--- src/rtl/vga_timing_gen.sv ---
// ---------------------------------------------------------------------------
// vga_timing_gen
//
// Parametrised VGA timing generator. A pixel strobe is derived from CLK by
// integer division (PX_DIV CLKs per pixel). Horizontal and vertical counters
// advance on each pixel strobe. Sync, blanking and coordinate outputs are
// registered and change on the same edge as the counters.
//
// Ports:
//   CLK         system clock
//   RST_N       asynchronous active-low reset
//   en          run enable; low freezes divider, counters and outputs
//   px_stb      one-CLK pixel strobe (combinational from registered divider)
//   x, y        current column / line counters
//   active      high inside the visible area
//   hsync       horizontal sync, asserted level = HS_POL
//   vsync       vertical sync, asserted level = VS_POL
//   line_start  one-CLK pulse at column 0 of every line
//   frame_start one-CLK pulse at column 0 of line 0
// ---------------------------------------------------------------------------
module vga_timing_gen #(
  parameter int H_ACTIVE = 640,
  parameter int H_FP     = 16,
  parameter int H_SYNC   = 96,
  parameter int H_BP     = 48,
  parameter int V_ACTIVE = 480,
  parameter int V_FP     = 10,
  parameter int V_SYNC   = 2,
  parameter int V_BP     = 33,
  parameter int HS_POL   = 0,
  parameter int VS_POL   = 0,
  parameter int PX_DIV   = 1,
  parameter int CW       = 10
) (
  input  logic          CLK,
  input  logic          RST_N,
  input  logic          en,
  output logic          px_stb,
  output logic [CW-1:0] x,
  output logic [CW-1:0] y,
  output logic          active,
  output logic          hsync,
  output logic          vsync,
  output logic          line_start,
  output logic          frame_start
);

  localparam int H_TOTAL = H_ACTIVE + H_FP + H_SYNC + H_BP;
  localparam int V_TOTAL = V_ACTIVE + V_FP + V_SYNC + V_BP;
  localparam int DW      = (PX_DIV > 1) ? $clog2(PX_DIV) : 1;

  // Reject geometries the counters cannot represent and a zero divider.
  if (PX_DIV < 1) begin : g_bad_div
    $error("vga_timing_gen: PX_DIV must be >= 1");
  end
  if (((H_TOTAL - 1) >> CW) != 0) begin : g_bad_h
    $error("vga_timing_gen: H_TOTAL-1 does not fit in CW bits");
  end
  if (((V_TOTAL - 1) >> CW) != 0) begin : g_bad_v
    $error("vga_timing_gen: V_TOTAL-1 does not fit in CW bits");
  end

  localparam logic [DW-1:0] DIV_MAX = DW'(PX_DIV - 1);
  localparam logic [CW-1:0] H_MAX   = CW'(H_TOTAL - 1);
  localparam logic [CW-1:0] V_MAX   = CW'(V_TOTAL - 1);
  localparam logic [CW-1:0] H_ACT   = CW'(H_ACTIVE);
  localparam logic [CW-1:0] V_ACT   = CW'(V_ACTIVE);

  // Sync window bounds carry one extra bit: the end of the sync pulse may
  // equal the total when the back porch is zero.
  localparam logic [CW:0] HS_BEG = (CW+1)'(H_ACTIVE + H_FP);
  localparam logic [CW:0] HS_END = (CW+1)'(H_ACTIVE + H_FP + H_SYNC);
  localparam logic [CW:0] VS_BEG = (CW+1)'(V_ACTIVE + V_FP);
  localparam logic [CW:0] VS_END = (CW+1)'(V_ACTIVE + V_FP + V_SYNC);

  localparam logic HS_ON = (HS_POL != 0);
  localparam logic VS_ON = (VS_POL != 0);

  logic [DW-1:0] div_cnt_q, div_cnt_d;
  logic [CW-1:0] hc_q, hc_d;
  logic [CW-1:0] vc_q, vc_d;
  logic          active_q, active_d;
  logic          hsync_q, hsync_d;
  logic          vsync_q, vsync_d;

  // RST_N gating keeps the strobes quiet while reset is held, even with
  // PX_DIV=1 where the divider decode alone would follow en.
  assign px_stb      = RST_N && en && (div_cnt_q == DIV_MAX);
  assign line_start  = px_stb && (hc_q == '0);
  assign frame_start = line_start && (vc_q == '0);

  assign x      = hc_q;
  assign y      = vc_q;
  assign active = active_q;
  assign hsync  = hsync_q;
  assign vsync  = vsync_q;

  always_comb begin
    div_cnt_d = div_cnt_q;
    hc_d      = hc_q;
    vc_d      = vc_q;
    active_d  = active_q;
    hsync_d   = hsync_q;
    vsync_d   = vsync_q;

    if (en) begin
      div_cnt_d = (div_cnt_q == DIV_MAX) ? '0 : div_cnt_q + DW'(1);
    end

    if (px_stb) begin
      if (hc_q == H_MAX) begin
        hc_d = '0;
        vc_d = (vc_q == V_MAX) ? '0 : vc_q + CW'(1);
      end else begin
        hc_d = hc_q + CW'(1);
      end
      // Decoded from the next counter values so the registered outputs
      // line up with x/y in the same cycle.
      active_d = (hc_d < H_ACT) && (vc_d < V_ACT);
      hsync_d  = (({1'b0, hc_d} >= HS_BEG) && ({1'b0, hc_d} < HS_END)) ? HS_ON : ~HS_ON;
      vsync_d  = (({1'b0, vc_d} >= VS_BEG) && ({1'b0, vc_d} < VS_END)) ? VS_ON : ~VS_ON;
    end
  end

  always_ff @(posedge CLK or negedge RST_N) begin
    if (!RST_N) begin
      div_cnt_q <= '0;
      hc_q      <= '0;
      vc_q      <= '0;
      active_q  <= 1'b1;
      hsync_q   <= ~HS_ON;
      vsync_q   <= ~VS_ON;
    end else begin
      div_cnt_q <= div_cnt_d;
      hc_q      <= hc_d;
      vc_q      <= vc_d;
      active_q  <= active_d;
      hsync_q   <= hsync_d;
      vsync_q   <= vsync_d;
    end
  end

endmodule
--- config.mk ---
export PLATFORM = sky130hd
export DESIGN_NAME = vga_timing_gen
export DESIGN_NICKNAME = d
export VERILOG_FILES = /design/src/rtl/vga_timing_gen.sv
export SDC_FILE = /design/constraint.sdc
export NUM_CORES = 1
export LEC_CHECK = 0
export ABC_CLOCK_PERIOD_IN_PS = 4700
export CAP_MARGIN = 20
export CORE_ASPECT_RATIO = 0.7
export CORE_MARGIN = 10
export CORE_UTILIZATION = 55
export DETAILED_ROUTE_END_ITERATION = 6
export GPL_TIMING_DRIVEN = 0
export PLACE_DENSITY = 0.88
export SLEW_MARGIN = 20
export SYNTH_ARGS = -nofsm -noshare
export SYNTH_HDL_FRONTEND = slang
export SYNTH_SLANG_ARGS = --single-unit
--- constraint.sdc ---
create_clock -name CLK -period 4.7 [get_ports CLK]
set_clock_uncertainty 0.05 [all_clocks]
set_input_delay 0.47 -clock CLK [delete_from_list [all_inputs] [get_ports CLK]]
set_output_delay 0.47 -clock CLK [all_outputs]
set_load 0.05 [all_outputs]
[After elaboration in Yosys (flattened, before gate mapping)]
Cells that the tools add are included.
Storage, ports and cells
  register bits: 24
  input port bits: 3
  output and inout bits: 26
  logic and storage cells: 35
Cells by class
  add/subtract/negate cells: 3
  magnitude comparators: 6
  equal/unequal tests: 2
  muxes and demuxes: 8
  bitwise logic cells: 1
  reduce and logical (&&, ||, !) cells: 9
Operators with widths (count)
  2-to-1 mux 10 bit: 5
  adder 10 x 1 -> 10 bit (second input constant): 2
  == test 10 bit (second input constant): 2
  logical NOT 10 bit: 2
  < comparator 10 bit (second input constant): 2
  < comparator 10 x 9 -> 1 bit (second input constant): 2
  >= comparator 10 bit (second input constant): 1
  >= comparator 10 x 9 -> 1 bit (second input constant): 1
  logical AND 1 bit: 7
  2-to-1 mux 1 bit: 3
  adder 1 bit (second input constant): 1
  inverter 1 bit: 1

[Depth between registers and ports, before layout]
  depth in word-level cells: 7
  gate-level depth with buffers: 9

[Least setup slack after synthesis]
OpenSTA, ideal clock, no wires.
  path kind: reg-to-output
  from: register hc_q[5] (netlist: x[5])
  to: output frame_start
  arrival: 3.403 ns
  slack: 0.777 ns
  cell stages (with the launch flop): 6
  buffers on the path: 1
  path through: dfrtp_1 buf_2 nor3_4 nand4_1 nor4_1 and4b_1
On the way
  longest elaborated chain between the ends: 3
RTL lines
  start: declaration: line 80  | logic [CW-1:0] hc_q, hc_d;
  start signal: assignment: line 128  | hc_q <= '0;
  start signal: assignment: line 135  | hc_q <= hc_d;
  logical NOT 10 bit: line 89  | assign line_start = px_stb && (hc_q == '0);
  logical AND 1 bit: line 89
  via line_start: line 44  | output logic line_start,
  logical AND 1 bit: line 90  | assign frame_start = line_start && (vc_q == '0);
  end: declaration: line 45  | output logic frame_start
The timed path passes the listed nets, and every way through them passes these cells.

[Final worst setup path]
  from: register hc_q[5] (netlist: x[5])
  to: output frame_start
On the way
  longest elaborated chain between the ends: 3
RTL lines (line)
  logical NOT 10 bit: 89
  logical AND 1 bit: 89
  logical AND 1 bit: 90
No other way between the ends.

==> reports/qor.txt <==
Final WL -> 4.271 mm
Routability congestion estimate -> 0.9112
I/O Pins -> 29
NumNets Final -> 223
Worst Setup End Kind -> output pin
TritonCTS Buffers -> 3
Post-synth net total -> 190
Worst Path Arrival -> 2.70 ns
Sequential power share -> 39.9%
Cell Int Power -> 0.3874 mW
Mapped cell area -> 0.001529 mm^2
CP peak stage delay -> 0.80 ns
Cells after Synth -> 183
Layout Utilization -> 74.12%
Clock Latency Late Sink -> 0.27 ns
CTS tree -> built
Pwr per Cell Area -> 360.3 mW/mm^2
Crit. Startpoint -> x[5]
Initial antenna violation count -> 0
Pins over their slew limit -> 0
DP HPWL -> 3.239 mm
Initial DRC Count -> 243
RSZ-0062 raised after global routing -> false
Post-CTS sizing -> 0
DRT Pass-1 Iters -> 4
Die ar. -> 0.005323 mm^2
P&R area growth vs syn -> 23.73%
Starting Density -> 59.90%
Distinct cells, synth -> 43
First-pass GRT wire length -> 7.093 mm
Final setup fails -> 0
CORE AREA -> 0.002552 mm^2
Die span in x -> 83.02 um
VDD IR max -> 0.0003170 V
Synth warn -> 0
Normalized max-slew margin -> 62.99%
Comb pwr share -> 42.0%
Crit share post-route -> 68.51%
ANT cells -> 0
Vias in the first global route -> 1437
DR WL/cell -> 17.15 um
Port Buffers -> 28
Reg2reg path depth -> 7
Critical setup path kind -> flip-flop to output pin
Clock share of power -> 18.1%
Worst slew pin tran -> 0.5552 ns
Gr usage total -> 15.55%
Antenna viol nets, final -> 0
Placed Area -> 0.001852 mm^2
Layout Cell Area excl Fill -> 0.001892 mm^2
CP cell instances -> buf_2, nor3_4, nand4_1, nor4_1, and4b_1, clkdlybuf4s50_1
R2r setup slk -> 2.40 ns
Worst R2R End -> y[6]
Fin Hold WS -> 0.1347 ns
CTS max path bufs -> 2
Sequential area share after synthesis -> 37.89%
Worst path required time -> 4.18 ns
Slowest-stage cell, CP -> clkdlybuf4s50_1
CP max FO -> 8
Max-cap violations -> 0
Vias per Instance -> 6.000
Switch Pwr -> 0.2943 mW
Total grt overflow -> 0
Status -> completed
Lkg Pwr -> 0.7557 nW
Avg Inst Size Synth -> 8.355 um^2
Seq cells post-synth -> 23
Hold Fails Final Rpt -> 0
Reg2reg start -> x[0]
Via count -> 1494
Row count -> 15
Net Sw Frac -> 43.17%
Worst hold path class -> input port to async pin
# DRC -> 0
Worst Setup EP -> frame_start
Share of post-route cells with drive strength above 1 -> 8.837%
Largest net degree at the start of global routing -> 25
Post-CTS Hold Buffers -> 0
TNS Setup -> 0 ns
Max Clk Rate -> 0.3105 GHz
Root Driver -> clkbuf_8
Die Y-Extent -> 64.12 um
H-Tree Depth -> 1
Startpoint types -> flip-flop
Clk sinks -> 23
FILL cells -> 211
Clock-pin slew on the worst setup and hold paths -> 0.08 ns
Postcts setup bufs -> 0
Min Clock Period, post-route -> 3.220 ns
per-layer routing:
metal,part of all wire (%),vias up,global-route usage (%)
met5,0,-,0
met4,1.1,0,1.907
met3,11,6,4.937
met2,46,82,25.38
met1,42,687,20.15
li1,-,719,-
critical path, delay by kind of cell (launching register included):
family	cells	cell delay (ns)
buf+inv	2	0.98
flops	1	0.38
simple gates	4	1.07
per-stage QoR:
stage | std cells | power [mW] | setup WS (ns)
floorplan | 183 | 0.4597 | 0.7771
global placement | 245 | 0.5479 | 0.6543
detailed placement | 245 | 0.5605 | 0.6378
CTS | 249 | 0.6848 | 0.6215
global route | 249 | 0.7169 | 1.325
finish | 249 | 0.6816 | 1.480
Yosys cell counts, drive strengths merged:
| cell type | number | area (um^2) |
|---|---|---|
| nand2 | 31 | 118.9 |
| o21ai | 21 | 105.1 |
| dfrtp | 20 | 500.5 |
| nor2 | 13 | 51.30 |
| nand3 | 9 | 45.04 |
| nand4 | 9 | 71.32 |
| xnor2 | 9 | 78.83 |
| inv | 8 | 30.03 |
| buf | 7 | 45.03 |
| clkbuf | 5 | 18.77 |
| xor2 | 5 | 43.79 |
| a31oi | 4 | 25.02 |
| ha | 4 | 50.05 |
| nor3 | 4 | 31.28 |
| a21oi | 3 | 15.01 |
| and3 | 3 | 18.77 |
| and4 | 3 | 26.28 |
| dfstp | 3 | 78.83 |
| nor4 | 3 | 25.02 |
| or3 | 3 | 18.77 |
| a41o | 2 | 20.02 |
| nand2b | 2 | 12.51 |
| a32o | 1 | 10.01 |
| a32oi | 1 | 8.760 |
| and2 | 1 | 6.260 |
| and4b | 1 | 10.01 |
| nor4b | 1 | 8.760 |
| o211ai | 1 | 7.510 |
| o22ai | 1 | 6.260 |
| o2bb2ai | 1 | 8.760 |
| o311a | 1 | 10.01 |
| o31ai | 1 | 7.510 |
| o41ai | 1 | 8.760 |
| or2 | 1 | 6.260 |
power by group through the flow:
stage / clock (mW) / sequential [mW] / combinational [mW]
after CTS: 0.127 / 0.271 / 0.287
after detailed placement: 0 / 0.274 / 0.286
final: 0.123 / 0.272 / 0.286
after global placement: 0 / 0.271 / 0.277
after floorplan: 0 / 0.366 / 0.0934
after global routing: 0.137 / 0.277 / 0.302
layout make-up:
| type | count | area (um^2) | area share [%] |
|---|---|---|---|
| plain buffers | 12 | 63.81 | 3.373 |
| inverters | 8 | 30.03 | 1.587 |
| well taps | 34 | 42.54 | 2.249 |
| multi-input cells | 140 | 855.8 | 45.24 |
| clock buffers | 4 | 45.04 | 2.381 |
| repair buffers | 28 | 275.3 | 14.55 |
| flip-flops and latches | 23 | 579.3 | 30.62 |
worst min-delay path by stage:
stage,start,end,slack (ns),cells past startpoint
finish,RST_N,x[6],0.13,1
global route,RST_N,x[2],0.16,1
CTS,hsync,hsync,0.42,2
detailed placement,hsync,hsync,0.41,2
global placement,hsync,hsync,0.40,2
floorplan,RST_N,x[0],0.12,0
logic make-up (layout without fill, tap and decap cells):
kind of cell,count (synthesis),in the layout,synth area share (%)
xor+xnor,14,14,8.020
compound gates,38,38,15.22
buf+inv,20,52,6.137
fa+ha+maj,4,4,3.273
simple gates,84,84,29.46
flops,23,23,37.89
sequential cells by signal, summed over array words and instances (netlist names):
name / count
active: 1
hsync: 1
vsync: 1
x: 10
y: 10
layout by cell type (no fill, tap or decap), drive strengths merged, types with 2 or more instances in the layout:
cell type       n
nand2          31
clkdlybuf4s50  27
o21ai          21
dfrtp          20
nor2           13
nand3           9
xnor2           9
nand4           9
clkbuf          9
inv             8
buf             8
xor2            5
a31oi           4
ha              4
nor3            4
and4            3
and3            3
a21oi           3
or3             3
dfstp           3
nor4            3
nand2b          2
a41o            2
(Power assumes the default switching activity.)
